<file path="src/rtl/intr_exce_ctrl.sv">
// rtl/intr_exce_ctrl.sv - interrupt/exception controller: pending, priority, take/flush and kernel sequencing
// Optional INTR_STATS_EN adds the max_latency port and its latency counter.
module intr_exce_ctrl #(
    parameter int          NUM_IRQ = 4,
    parameter logic [31:0] VEC_INT = 32'h80000004,
    parameter logic [31:0] VEC_EXC = 32'h80000008
) (
    input  logic               clk,
    input  logic               reset,
    input  logic [NUM_IRQ-1:0] irq_in,
    input  logic [2:0]         exc_in,
    input  logic               kernel_mode,
    input  logic               eret,
    input  logic               mask_wr,
    input  logic [NUM_IRQ-1:0] mask_wdata,
    output logic               take,
    output logic [31:0]        take_vec,
    output logic               flush,
    output logic [7:0]         cause,
    output logic [NUM_IRQ-1:0] irq_ack,
    output logic [NUM_IRQ-1:0] irq_pending,
    output logic [2:0]         exc_sticky
`ifdef INTR_STATS_EN
    ,
    output logic [15:0]        max_latency
`endif
);

    typedef enum logic [1:0] {IDLE, ENTER, KERNEL} state_t;

    state_t             state_q, state_d;
    logic               take_q, take_d;
    logic [31:0]        vec_q, vec_d;
    logic [7:0]         cause_q, cause_d;
    logic [NUM_IRQ-1:0] ack_q, ack_d;
    logic [NUM_IRQ-1:0] irq_pend_q, irq_pend_d;
    logic [NUM_IRQ-1:0] mask_q, mask_d;
    logic [NUM_IRQ-1:0] prev_q, prev_d;
    logic [2:0]         exc_pend_q, exc_pend_d;
    logic [2:0]         sticky_q, sticky_d;

    logic [NUM_IRQ-1:0] irq_eff, irq_en;
    logic [2:0]         exc_eff, exc_clr;
    logic               eligible;
    logic [3:0]         irq_win;

    always_comb begin
        // A request edge seen this cycle counts immediately, giving one-cycle take latency.
        irq_eff  = irq_pend_q | (irq_in & ~prev_q);
        exc_eff  = exc_pend_q | exc_in;
        irq_en   = irq_eff & mask_q;
        eligible = (state_q == IDLE) && !kernel_mode && ((|exc_eff) || (|irq_en));

        irq_win = '0;
        for (int i = NUM_IRQ - 1; i >= 0; i--) begin
            if (irq_en[i]) irq_win = 4'(i);
        end

        state_d = state_q;
        take_d  = 1'b0;
        ack_d   = '0;
        exc_clr = '0;
        vec_d   = vec_q;
        cause_d = cause_q;

        case (state_q)
            IDLE: begin
                if (eligible) begin
                    state_d = ENTER;
                    take_d  = 1'b1;
                    if (|exc_eff) begin
                        vec_d = VEC_EXC;
                        if (exc_eff[2]) begin
                            exc_clr = 3'b100;
                            cause_d = 8'h82;
                        end else if (exc_eff[1]) begin
                            exc_clr = 3'b010;
                            cause_d = 8'h81;
                        end else begin
                            exc_clr = 3'b001;
                            cause_d = 8'h80;
                        end
                    end else begin
                        vec_d          = VEC_INT;
                        cause_d        = {4'h0, irq_win};
                        ack_d[irq_win] = 1'b1;
                    end
                end
            end
            ENTER:   state_d = KERNEL;
            KERNEL:  if (eret) state_d = IDLE;
            default: state_d = IDLE;
        endcase

        irq_pend_d = irq_eff & ~ack_d;
        exc_pend_d = exc_eff & ~exc_clr;
        prev_d     = irq_in;
        mask_d     = mask_wr ? mask_wdata : mask_q;
        sticky_d   = sticky_q | exc_in;
    end

    always_ff @(posedge clk or negedge reset) begin
        if (!reset) begin
            state_q    <= IDLE;
            take_q     <= 1'b0;
            vec_q      <= '0;
            cause_q    <= '0;
            ack_q      <= '0;
            irq_pend_q <= '0;
            mask_q     <= '1;
            prev_q     <= '0;
            exc_pend_q <= '0;
            sticky_q   <= '0;
        end else begin
            state_q    <= state_d;
            take_q     <= take_d;
            vec_q      <= vec_d;
            cause_q    <= cause_d;
            ack_q      <= ack_d;
            irq_pend_q <= irq_pend_d;
            mask_q     <= mask_d;
            prev_q     <= prev_d;
            exc_pend_q <= exc_pend_d;
            sticky_q   <= sticky_d;
        end
    end

    assign take        = take_q;
    assign flush       = take_q;
    assign take_vec    = vec_q;
    assign cause       = cause_q;
    assign irq_ack     = ack_q;
    assign irq_pending = irq_pend_q;
    assign exc_sticky  = sticky_q;

`ifdef INTR_STATS_EN
    logic [15:0] cnt_q, cnt_d;
    logic [15:0] max_q, max_d;
    logic        waiting;

    always_comb begin
        // Counts every cycle a serviceable request waits, kernel time included.
        waiting = (|exc_pend_q) || (|(irq_pend_q & mask_q));
        cnt_d   = cnt_q;
        max_d   = max_q;
        if (take_d) begin
            if (cnt_q > max_q) max_d = cnt_q;
            cnt_d = '0;
        end else if (waiting && cnt_q != 16'hFFFF) begin
            cnt_d = cnt_q + 16'd1;
        end
    end

    always_ff @(posedge clk or negedge reset) begin
        if (!reset) begin
            cnt_q <= '0;
            max_q <= '0;
        end else begin
            cnt_q <= cnt_d;
            max_q <= max_d;
        end
    end

    assign max_latency = max_q;
`endif

endmodule

</file>
<file path="config.mk">
export PLATFORM = sky130hd
export DESIGN_NAME = intr_exce_ctrl
export DESIGN_NICKNAME = d
export VERILOG_FILES = /design/src/rtl/intr_exce_ctrl.sv
export SDC_FILE = /design/constraint.sdc
export NUM_CORES = 1
export LEC_CHECK = 0
export ABC_AREA = 0
export BUFFER_PORTS_ARGS = -buffer_cell sky130_fd_sc_hd__buf_2
export CAP_MARGIN = 0
export CORE_MARGIN = 5
export CORE_UTILIZATION = 41
export DETAILED_ROUTE_END_ITERATION = 6
export PLACE_DENSITY = 0.73
export REMOVE_ABC_BUFFERS = 1
export SYNTH_ARGS = -nofsm -noshare
export SYNTH_HDL_FRONTEND = slang
export SYNTH_SLANG_ARGS = --single-unit
</file>
<file path="constraint.sdc">
create_clock -name clk -period 1.4 [get_ports clk]
set_input_delay 0.21 -clock clk [delete_from_list [all_inputs] [get_ports clk]]
set_output_delay 0.21 -clock clk [all_outputs]
set_load 0.01 [all_outputs]
</file>
Yosys cells after proc, flatten, opt, wreduce, memory -nomap -nowiden
Cells that the tools add are included.

storage, ports and cells
  register bits after elaboration = 65
  output and inout port bits = 53
  bits of input ports = 16
  word-level logic and storage cells = 59

operators by class
  eq/ne operators = 4
  mux-type cells = 23
  order comparisons = 2
  bitwise gates (word level) = 10
  reduce and logical (&&, ||, !) cells = 10

operators with widths
  kind                  count
  $mux W4               7
  $and A4 B4 Y4         3
  $mux W3               4
  $mux W2               5
  $mux W8               1
  $not A4 Y4            2
  $or A3 B3 Y3          2
  $pmux W2 S3           1
  $ge A4 B1 Y1 const B  1
  $lt A4 B3 Y1 const B  1
  $mux W1               4
  $ne A2 B2 Y1 const B  2
  $or A4 B4 Y4          1
  $reduce_and A2 Y1     2
  $reduce_or A4 Y1      1
  $and A3 B3 Y3         1
  $logic_and A1 B1 Y1   3
  $not A3 Y3            1
  $reduce_or A3 Y1      1
  $demux W1 S2          1
  $eq A2 B1 Y1 const B  1
  $eq A2 B2 Y1 const B  1
  $logic_not A2 Y1      1
  $logic_not A1 Y1      1
  $logic_or A1 B1 Y1    1

Depth between registers and ports, before layout
Gate-level depths: netlist (run 1).

  word-level depth = 17
  mapped depth = 5
  depth with buffers taken out = 5

Least setup slack after synthesis (run 1)
OpenSTA, ideal clock, no wires.

  kind = flip-flop to flip-flop
  start = register state_q[1]
  end = register irq_pend_q[1] (netlist: irq_pending[1])
  path buffers = 1
  cell stages (with the launch flop) = 5
  slack = -0.022 ns
  clock period less this slack = 1.422 ns
  data arrival time = 1.303 ns
  required time = 1.281 ns
  cell sequence = dfrtp_1 -> or3_1 -> buf_6 -> nor4b_4 -> o21ba_1

on the way
  cells in the longest elaborated chain, start to end = 7

RTL lines
  what                               line    RTL
  from (decl)                        31      state_t state_q, state_d;
  from (signal assigned)             115     state_q <= state_d;
  $logic_not A2 Y1 (*)               52, 66
  $logic_and A1 B1 Y1 (2 in series)  52      eligible = (state_q == IDLE) && !kernel_mode && ((|exc_eff) || (|irq_en));
  $mux W4                            68      if (eligible) begin
  $mux W4 (*)                        66      case (state_q)
  net ack_d[1]                       35      logic [NUM_IRQ-1:0] ack_q, ack_d;
  $not A4 Y4 (*)                     95      irq_pend_d = irq_eff & ~ack_d;
  $and A4 B4 Y4 (*)                  95
  net irq_pend_d[1]                  36      logic [NUM_IRQ-1:0] irq_pend_q, irq_pend_d;
  to (signal assigned)               120     irq_pend_q <= irq_pend_d;
  to (decl)                          36

The timed path passes the listed nets; every way through them passes the cells marked *.
A chain may end at the register's enable or synchronous reset.

Final worst setup path (run 1)
  start = register state_q[0]
  end = register irq_pend_q[1] (netlist: irq_pending[1])

The elaborated chain is that of the path after synthesis.

==> reports/metrics.cfg, run 1 <==
[power_and_ir_drop]
ir_worst_vdd_mv=0.8977
p_leak_nw=0.8160
p_total_mw=2.188
p_per_area_mw_per_mm2=1248

[placement]
dpl.hpwl_mm=2.171
dp.cells=210
dpl_cell_area_mm2=0.001600
portBuffers=34
gp_routability_congestion=0.7948

[synth]
ys_ff_latch=30
synth_cells=122
synth_top_family_by_area=buffers and inverters
synthSimpleGateAreaFrac=0.1390
synth.distinct_cells=34
synth_compound_area_frac=0.09904
syn_avg_cell_area_um2=11.80
synth_xor_area_frac=0
synth-adder-area-share=0
synth-seq-area-share=0.5248
synthMuxAreaShare=0.03128
yosys_warnings=0
netlist_area_mm2=0.001440

[sta]
period_share=0.9908
maxSlewHeadroom=0.5623
finClkSkew_ns=0.004773
hold_ws_ns=0.1080
grt_setup_unrepaired=true
hold_viol=0
tightest_slew_ns=0.6566
period_needed_ns=1.387
maxSlewViolCount=0
fmax_ghz=0.7209
setup_violations=0

[die]
chipHeight_um=69.27
fp-row-count=21
die_w_um=69.27
die-area_mm2=0.004798
start_util=0.4282
pin_count=69
coreArea_mm2=0.003363

[clock_network]
clock_sinks=30
htreeDepth=2
cts_root_buf=clkbuf_4
tritoncts=built
clkLatencyLatePin_ns=0.32
cts.reportedPaths.clkPinSlew_ns=0.09
cts_buffer_depth=2
numCtsBuffers=5

[route]
initialDrtViolationCount=14
ant_nets=0
routedWlPerCell_um=12.82
dr.pass1.iters=4
viasPerCell=4.309
dr_total_vias=961
drc_errors=0
drt-total-wl_mm=2.858

[cells_and_area]
layout.cells.non_filler=223
fillers=332
synthToLayoutAreaGrowth_pct=21.72
drive_above_1_share=0.4463
seqCellArea_um2=755.7
final_cell_mix=34 x conb_1, 34 x buf_2, 26 x dfrtp_1, 13 x buf_4
fin_nets=193
multi_input_area_um2=565.5
design_area_mm2=0.001753
antenna_cells=0

[worst_hold_path]
hold_path_class=input pin to flip-flop

[critical_path]
start_kind=flip-flop
arrival_ns=1.60
worstPathRequired_ns=1.61
crit_type=flip-flop to flip-flop
critPathMaxFanout=7
cp-end-kind=flip-flop

[global_routing]
grt_pass1_vias=1042
grt-ovfl-total=0
track_usage=0.1292
grt_max_degree=31
antenna_found_initial=0
grt_pass1_wl_mm=4.871

[flow_run]
drv_cap=0

[status]
status=finished, final reports clean

## timing repair
item	CTS	global route
resized for setup	4	8
hold buffers	5	0
endpoints found under the hold margin	30	0
cloned	0	0
endpoints found under the setup margin	11	10
setup buffers	0	1
pin swaps	1	3
## where the power goes
group          internal [mW]  leakage [nW]  switching [mW]
Sequential             0.998         0.327          0.0750
Combinational          0.309         0.464           0.345
Clock                  0.189        0.0254           0.272
## worst paths after layout
path	from	endpoint	slack (ns)	cells past startpoint
worst max-delay path	state_q[0]	irq_pending[1]	0.01	3
worst min-delay path	exc_in[0]	exc_sticky[0]	0.11	2
worst max register to register	state_q[0]	irq_pending[1]	0.01	3
worst min register to register	exc_sticky[1]	exc_sticky[1]	0.47	1
max in group asynchronous	reset	exc_sticky[0]	0.54	2
min in group asynchronous	reset	take_vec[2]	0.44	2
## stage by stage
step                utilization  setup TNS (ns)  setup WS, ns
floorplan                     -        -0.04952      -0.04952
global placement         0.4758         -0.1468      -0.05745
detailed placement       0.4758         -0.5002       -0.1387
CTS                      0.5093        -0.01992      -0.01992
global route             0.5212         -0.1947      -0.07259
finish                   0.5212               0       0.01293
## critical path, stage by stage, from the launching register on
cell,delay (ns)
dfrtp_1,0.38
or3_4,0.42
nor4b_4,0.28
o21ba_1,0.19
## registers in the layout, indices dropped and copies added, names as in the netlist
name,count
mask_q,4
take_vec,3
irq_ack,4
flush,1
exc_pend_q,3
irq_pending,4
cause,2
exc_sticky,3
prev_q,4
state_q,2
## synthesized netlist by cell type
cell type / n / share of area
a21oi_1: 2 / 0.0070
o21ai_1: 1 / 0.0035
mux2_2: 4 / 0.031
o21ai_0: 3 / 0.010
a22o_1: 1 / 0.0061
conb_1: 1 / 0.0026
buf_4: 36 / 0.19
nand2_1: 3 / 0.0078
nor3_1: 5 / 0.017
dfstp_2: 4 / 0.073
a2bb2oi_1: 1 / 0.0061
or3_1: 1 / 0.0043
o32ai_1: 1 / 0.0061
nor2_2: 3 / 0.013
nand3_4: 1 / 0.012
o21a_1: 2 / 0.010
nor4b_4: 1 / 0.017
nor2b_1: 3 / 0.013
buf_6: 1 / 0.0078
o21ai_4: 1 / 0.011
and2b_1: 1 / 0.0052
o22a_1: 1 / 0.0061
nand3_1: 1 / 0.0035
inv_1: 3 / 0.0078
a22oi_1: 1 / 0.0052
o21ba_1: 1 / 0.0070
nand3b_4: 1 / 0.014
o32a_1: 2 / 0.014
nor2_1: 4 / 0.010
or2_1: 1 / 0.0043
dfrtp_1: 26 / 0.45
o21ai_2: 1 / 0.0061
or2_2: 3 / 0.013
nor4_1: 1 / 0.0043
## per-layer routing
metal / GRT usage / part of all wire / up-vias
li1: - / - / 447
met1: 0.1524 / 0.41 / 457
met2: 0.2119 / 0.48 / 53
met3: 0.05217 / 0.097 / 4
met4: 0.04555 / 0.010 / 0
met5: 0 / 0 / -
## cell type report
| type | instances | area share |
|---|---|---|
| flip-flops and latches | 30 | 0.4311 |
| multi-input cells | 85 | 0.3226 |
| repair buffers | 52 | 0.1813 |
| well taps | 46 | 0.03283 |
| clock buffers | 7 | 0.02570 |
| inverters | 3 | 0.006424 |
## logic make-up after synthesis
family / Yosys count
buffers and inverters: 40
flip-flops: 30
AND/OR/NAND/NOR: 29
AO/OA/AOI/OAI: 18
multiplexers: 4
other: 1
(Power assumes the default switching activity.)
==> run 2, diff against run 1 <==
--- a/config.mk
+++ b/config.mk
@@ -5,13 +5,14 @@
 export SDC_FILE = /design/constraint.sdc
 export NUM_CORES = 1
 export LEC_CHECK = 0
-export ABC_AREA = 0
+export ABC_AREA = 1
 export BUFFER_PORTS_ARGS = -buffer_cell sky130_fd_sc_hd__buf_2
 export CAP_MARGIN = 0
 export CORE_MARGIN = 5
-export CORE_UTILIZATION = 41
+export CORE_UTILIZATION = 49
 export DETAILED_ROUTE_END_ITERATION = 6
-export PLACE_DENSITY = 0.73
+export MAX_ROUTING_LAYER = met4
+export PLACE_DENSITY = 0.81
 export REMOVE_ABC_BUFFERS = 1
 export SYNTH_ARGS = -nofsm -noshare
 export SYNTH_HDL_FRONTEND = slang
==> constraint.sdc (replaced) <==
create_clock -name clk -period 1.6 [get_ports clk]
set_input_delay 0.24 -clock clk [delete_from_list [all_inputs] [get_ports clk]]
set_output_delay 0.24 -clock clk [all_outputs]
set_load 0.01 [all_outputs]
==> run 2 against run 1 <==
Clock power decreased by 3%. Critical endpoint is now take_vec[31]. Total power decreased by 16%. Register-to-register slack improved by 0.15 ns. Critical path depth increased by 4. Die area decreased by 12%. Sequential share of layout area increased by 3.2 points. Count of clock-buffer cells in the layout unchanged. Highest routed layer unchanged.
==> reports/metrics.cfg, run 2 <==
[sta]
setup_violations=0  ; unchanged
hold_viol=0  ; unchanged
tightest_slew_ns=0.6415  ; -0.01509 ns
maxSlewViolCount=0  ; unchanged
fmax_ghz=0.6944  ; -3.7%
finClkSkew_ns=0.005361  ; +0.0005879 ns
maxSlewHeadroom=0.5723  ; +0.01006
period_share=0.9000  ; -0.09072
period_needed_ns=1.440  ; +0.05300 ns
final.setup.worst_slack_ns=0.1599  ; +0.1470 ns
finalSetupTns_ns=0  ; unchanged
grt_setup_unrepaired=false

[synth]
synth-adder-area-share=0  ; unchanged
netlist_area_mm2=0.001489  ; +3.4%
yosys_warnings=0  ; unchanged
syn_avg_cell_area_um2=9.860  ; -16%
synth_cells=151  ; +24%
synth-seq-area-share=0.5076  ; -0.01720
synth_top_family_by_area=buffers and inverters
yosys-top-cells-count=36 x buf_4, 28 x nand2_1, 26 x dfrtp_1
ys_ff_latch=30  ; unchanged
synth_xor_area_frac=0  ; unchanged
synth.distinct_cells=27  ; -21%
synth-edff-count=0  ; unchanged
netlist.area_leader.share=0.4370  ; -0.01481
yosysMostFrequentCell=buf_4
synthMuxAreaShare=0.02269  ; -0.008588
ys_top_cells_by_area=dfrtp_1 44%, buf_4 18%, dfstp_2 7.1%
synth_compound_area_frac=0.05294  ; -0.04610
synthFlopType=dfrtp_1
async_flop_share=1.000  ; unchanged
yosysTopAreaCell=dfrtp_1
synthSimpleGateAreaFrac=0.1975  ; +0.05847

[cells_and_area]
drive_above_1_share=0.3438  ; -0.1026
synthToLayoutAreaGrowth_pct=9.580
multi_input_area_um2=534.3  ; -5.5%
seqCellArea_um2=755.7  ; unchanged
antenna_cells=0  ; unchanged
final_cell_mix=34 x conb_1, 34 x buf_2, 28 x nand2_1, 26 x dfrtp_1, 10 x inv_1
fillers=280  ; -16%
fin_nets=207  ; +7.3%

[global_routing]
grt_max_degree=31  ; unchanged
grt_pass1_wl_mm=3.739  ; -23%
track_usage=0.1233  ; -0.005926
grt-ovfl-total=0  ; unchanged
grt_pass1_vias=860  ; -17%
antenna_found_initial=0  ; unchanged

[clock_network]
cts_buffer_depth=2  ; unchanged
ctsHoldBuffers=1  ; -4
tritoncts=built
clock_sinks=30  ; unchanged
cts.reportedPaths.clkPinSlew_ns=0.09  ; about the same
htreeDepth=2  ; unchanged
cts_root_buf=clkbuf_4
cts-resized-gates=0  ; -4
clkLatencyLatePin_ns=0.32  ; about the same
postCtsSetupRepairBufs=0  ; unchanged
numCtsBuffers=5  ; unchanged

[placement]
gp_routability_congestion=0.7904  ; -0.55%
portBuffers=34  ; unchanged
dpl.hpwl_mm=1.949  ; -10%
dpl_worst_slack_ns=0.1830  ; +0.3217 ns

[route]
initialDrtViolationCount=26  ; +12
dr_total_vias=940  ; -2.2%
viasPerCell=4.178  ; -3.1%
drc_errors=0  ; unchanged
routedWlPerCell_um=10.74  ; -16%
ant_nets=0  ; unchanged
dr.pass1.iters=3  ; -1
drt-total-wl_mm=2.417  ; -15%

[worst_hold_path]
min_from=irq_in[1]
hold_path_class=input pin to flip-flop

[critical_path]
start_kind=flip-flop
critPathMaxFanout=9  ; +2
arrival_ns=1.64  ; +0.04 ns
crit_type=flip-flop to flip-flop
worstPathRequired_ns=1.80  ; +0.19 ns
r2r-start=exc_pend_q[2]
startpoint=exc_pend_q[2]
cp-end-kind=flip-flop

[status]
status=finished, final reports clean

[die]
chipHeight_um=65.13  ; -6.0%
pin_count=69  ; unchanged
fp-row-count=20  ; -4.8%
start_util=0.5000  ; +0.07180
die-area_mm2=0.004241  ; -12%
coreArea_mm2=0.002978  ; -11%
die_w_um=65.13  ; -6.0%

[flow_run]
drv_cap=0  ; unchanged

[power_and_ir_drop]
ir_worst_vdd_mv=0.5936  ; -34%
p_per_area_mw_per_mm2=1127  ; -9.7%
p_leak_nw=0.8762  ; +7.4%

-- run 2: cell count changes after synthesis, sizes merged, moves of 2 or more --
cell and delta:
nand2 +28, inv +10, nor2 +6, nor3 -4, a21boi +3, nor2b -3, nand3 +2, o32a -2
-- run 2: through the flow --
| stage | hold slack [ns] | power [mW] | instances | util | instance area [µm²] |
|---|---|---|---|---|---|
| final | 0.04235 | 1.839 | 225 | 0.5479 | 1632 |
| after global routing | 0.01164 | 1.959 | 225 | 0.5479 | 1632 |
| after CTS | 0.02949 | 1.865 | 225 | 0.5479 | 1632 |
| after detailed placement | 0.3037 | 1.410 | 216 | 0.5244 | 1562 |
| after global placement | 0.2986 | 1.399 | 216 | 0.5244 | 1562 |
| after floorplan | -0.05559 | 1.244 | 148 | - | 1343 |
-- run 2: worst paths after layout --
kind,end,cells past startpoint,slack [ns]
worst min-delay path,prev_q[1],1,0.04
worst max register to register,take_vec[31],7,0.16
worst max-delay path,take_vec[31],7,0.16
max in group asynchronous,exc_sticky[2],2,0.70
worst min register to register,exc_sticky[2],1,0.46
min in group asynchronous,prev_q[2],2,0.48
-- run 2: metal layers --
layer | up-vias | GRT usage | routed length [µm]
li1 | 479 | - | -
met1 | 421 | 0.1514 | 1012
met2 | 36 | 0.1788 | 1185
met3 | 4 | 0.05641 | 189
met4 | 0 | 0.04663 | 29
met5 | - | - | 0
-- run 2: cell type report --
| type | instances | share of cell area |
|---|---|---|
| repair buffers | 36 | 0.1150 |
| multi-input cells | 104 | 0.3275 |
| inverters | 14 | 0.03221 |
| clock inverters | 1 | 0.003067 |
| well taps | 33 | 0.02531 |
| clock buffers | 7 | 0.03374 |
| flip-flops and latches | 30 | 0.4632 |
-- run 2: power breakdown --
| group | switching (mW) | total (mW) | leakage, nW | internal [mW] |
|---|---|---|---|---|
| sequential | 0.0735 | 0.946 | 0.329 | 0.873 |
| combinational | 0.277 | 0.446 | 0.512 | 0.170 |
| clock | 0.234 | 0.446 | 0.0353 | 0.213 |
| total | 0.584 | 1.84 | 0.876 | 1.25 |
-- run 2: cells by family (layout without fill, tap and decap cells) --
kind of cell,Yosys count,after routing
AND/OR/NAND/NOR,54,54
buffers and inverters,50,58
flip-flops,30,30
AO/OA/AOI/OAI,13,13
multiplexers,3,3
other,1,34
-- run 2: critical path, cell delays in order (launching register included) --
cell and delay (ns):
dfrtp_1 0.40, nor2_4 0.14, nand2_2 0.12, nor2_8 0.14, nand3_4 0.12, nand2_4 0.09, nand2_4 0.08, or2_1 0.23
==> run 3, diff against run 2 <==
--- a/config.mk
+++ b/config.mk
@@ -5,14 +5,13 @@
 export SDC_FILE = /design/constraint.sdc
 export NUM_CORES = 1
 export LEC_CHECK = 0
-export ABC_AREA = 1
 export BUFFER_PORTS_ARGS = -buffer_cell sky130_fd_sc_hd__buf_2
 export CAP_MARGIN = 0
 export CORE_MARGIN = 5
 export CORE_UTILIZATION = 49
 export DETAILED_ROUTE_END_ITERATION = 6
 export MAX_ROUTING_LAYER = met4
-export PLACE_DENSITY = 0.81
+export PLACE_DENSITY = 0.82
 export REMOVE_ABC_BUFFERS = 1
 export SYNTH_ARGS = -nofsm -noshare
 export SYNTH_HDL_FRONTEND = slang
==> run 3 against run 2 <==
Total power increased by 0.78%. Sequential power about the same. Clock power grew 3%.
==> reports/metrics.cfg, run 3 (same netlist as run 1, synthesis figures left out) <==
[critical_path]
start_kind=flip-flop
worstPathRequired_ns=1.82  ; +0.02 ns
r2r-start=state_q[1]
timing.rr.end=irq_pending[1]
arrival_ns=1.70  ; +0.06 ns
critPathMaxFanout=9  ; unchanged
cp-end-kind=flip-flop
r2r_cells=3  ; -4
reg2reg_setup_slack_ns=0.12  ; -0.04 ns
crit_type=flip-flop to flip-flop

[flow_run]
drv_cap=0  ; unchanged

[power_and_ir_drop]
p_total_mw=1.853  ; +0.78%
ir_worst_vdd_mv=0.8725  ; +47%
p_per_area_mw_per_mm2=1166  ; +3.5%
p_leak_nw=0.7533  ; -14%

[placement]
dpl.hpwl_mm=1.931  ; -0.90%
portBuffers=34  ; unchanged
dpl_worst_slack_ns=0.01039  ; -0.1726 ns
dp.cells=186  ; -14%
gp_routability_congestion=0.7596  ; -3.9%

[clock_network]
clock_sinks=30  ; unchanged
cts.reportedPaths.clkPinSlew_ns=0.09  ; about the same
numCtsBuffers=5  ; unchanged
htreeDepth=2  ; unchanged
cts_root_buf=clkbuf_4
postCtsSetupRepairBufs=0  ; unchanged
tritoncts=built
clkLatencyLatePin_ns=0.33  ; about the same
cts_buffer_depth=2  ; unchanged

[worst_hold_path]
hold_path_end=prev_q[1]
hold_path_class=input pin to flip-flop
min_path_cells=1  ; unchanged
min_from=irq_in[1]

[sta]
final.setup.worst_slack_ns=0.1232  ; -0.03672 ns
maxSlewHeadroom=0.5700  ; -0.002334
finClkSkew_ns=0.008160  ; +0.002798 ns
fmax_ghz=0.6771  ; -2.5%
setup_violations=0  ; unchanged
hold_viol=0  ; unchanged
tightest_slew_ns=0.6450  ; +0.003501 ns
period_share=0.9230  ; +0.02295
maxSlewViolCount=0  ; unchanged
finalSetupTns_ns=0  ; unchanged
grt_setup_unrepaired=false
period_needed_ns=1.477  ; +0.03672 ns

[die]
pin_count=69  ; unchanged
die-area_mm2=0.004123  ; -2.8%
fp-row-count=19  ; -5.0%
start_util=0.5178  ; +0.01777
chipHeight_um=64.21  ; -1.4%
coreArea_mm2=0.002781  ; -6.6%
die_w_um=64.21  ; -1.4%

[route]
ant_nets=0  ; unchanged
drc_errors=0  ; unchanged
dr_total_vias=886  ; -5.7%
routedWlPerCell_um=13.06  ; +22%
dr.pass1.iters=4  ; +1
initialDrtViolationCount=12  ; -54%
drt-total-wl_mm=2.546  ; +5.3%
viasPerCell=4.544  ; +8.8%

[cells_and_area]
layout.cells.non_filler=195  ; -13%
antenna_cells=0  ; unchanged
utilization=0.5713  ; +0.02340
drive_above_1_share=0.3902  ; +0.04649
final_cell_mix=34 x conb_1, 34 x buf_2, 26 x dfrtp_1, 5 x nor3_1, 5 x clkbuf_4
synthToLayoutAreaGrowth_pct=10.34
fin_nets=179  ; -14%

[global_routing]
grt-ovfl-total=0  ; unchanged
grt_max_degree=31  ; unchanged
grt_pass1_wl_mm=4.015  ; +7.4%
antenna_found_initial=0  ; unchanged
track_usage=0.1313  ; +0.007999
grt_pass1_vias=881  ; +2.4%

[status]
status=finished, final reports clean

run 3: cell count changes in the layout (fill, tap and decap cells not counted), moves of 3 or more:
cell      previous run  this run
inv_1               10         3
nand2_1             28         3
a21boi_1             3         0
nor3_1               0         5
nor2_1               9         4
nor2b_1              0         3
inv_2                3         0
run 3: per-stage QoR:
step	hold slack, ns	area [µm²]
2_1_floorplan	-0.05559	1282
3_3_place_gp	0.2913	1514
3_5_place_dp	0.2988	1514
4_1_cts	0.01059	1589
5_1_grt	0.01029	1589
6_report	0.02361	1589
run 3: where the power goes:
| group | internal [mW] | total (mW) | leakage (nW) | switching [mW] |
|---|---|---|---|---|
| combinational | 0.189 | 0.446 | 0.391 | 0.256 |
| sequential | 0.873 | 0.946 | 0.327 | 0.0729 |
| clock | 0.213 | 0.461 | 0.0353 | 0.249 |
| total | 1.28 | 1.85 | 0.753 | 0.578 |
run 3: worst max-delay path, stage by stage (launching register included):
cell	delay (ns)
dfrtp_1	0.41
or3_4	0.46
nor4b_4	0.31
o21ba_1	0.19
run 3: how the worst max path moves through the flow:
stage                        from        endpoint  slack (ns)  cells past startpoint
floorplan              state_q[1]  irq_pending[1]        0.15                      3
global placement       state_q[1]  irq_pending[1]        0.09                      3
detailed placement     state_q[1]  irq_pending[1]        0.01                      3
CTS                    state_q[1]  irq_pending[1]        0.10                      3
global route        exc_pend_q[1]    take_vec[31]        0.04                      5
finish                 state_q[1]  irq_pending[1]        0.12                      3
run 3: repair_timing:
action	4_1_cts	5_1_grt
endpoints found under the setup margin	1	0
resized for setup	1	0
hold buffers	1	0
hold endpoints to repair	26	0
run 3: final cells by class:
type / instances / area, µm²
multi-input combinational: 85 / 520.5
timing repair buffer: 38 / 202.7
sequential: 30 / 755.7
inverter: 3 / 11.26
clock buffer: 7 / 55.05
tap: 31 / 38.79
clock inverter: 1 / 5.005
fill: 244 / 1192
run 3: layer usage:
metal | GRT usage | up-vias | part of all wire
met4 | 0.06870 | 0 | 0.0055
met2 | 0.1872 | 63 | 0.45
met3 | 0.07356 | 2 | 0.15
li1 | - | 419 | -
met5 | - | - | 0
met1 | 0.1459 | 402 | 0.39
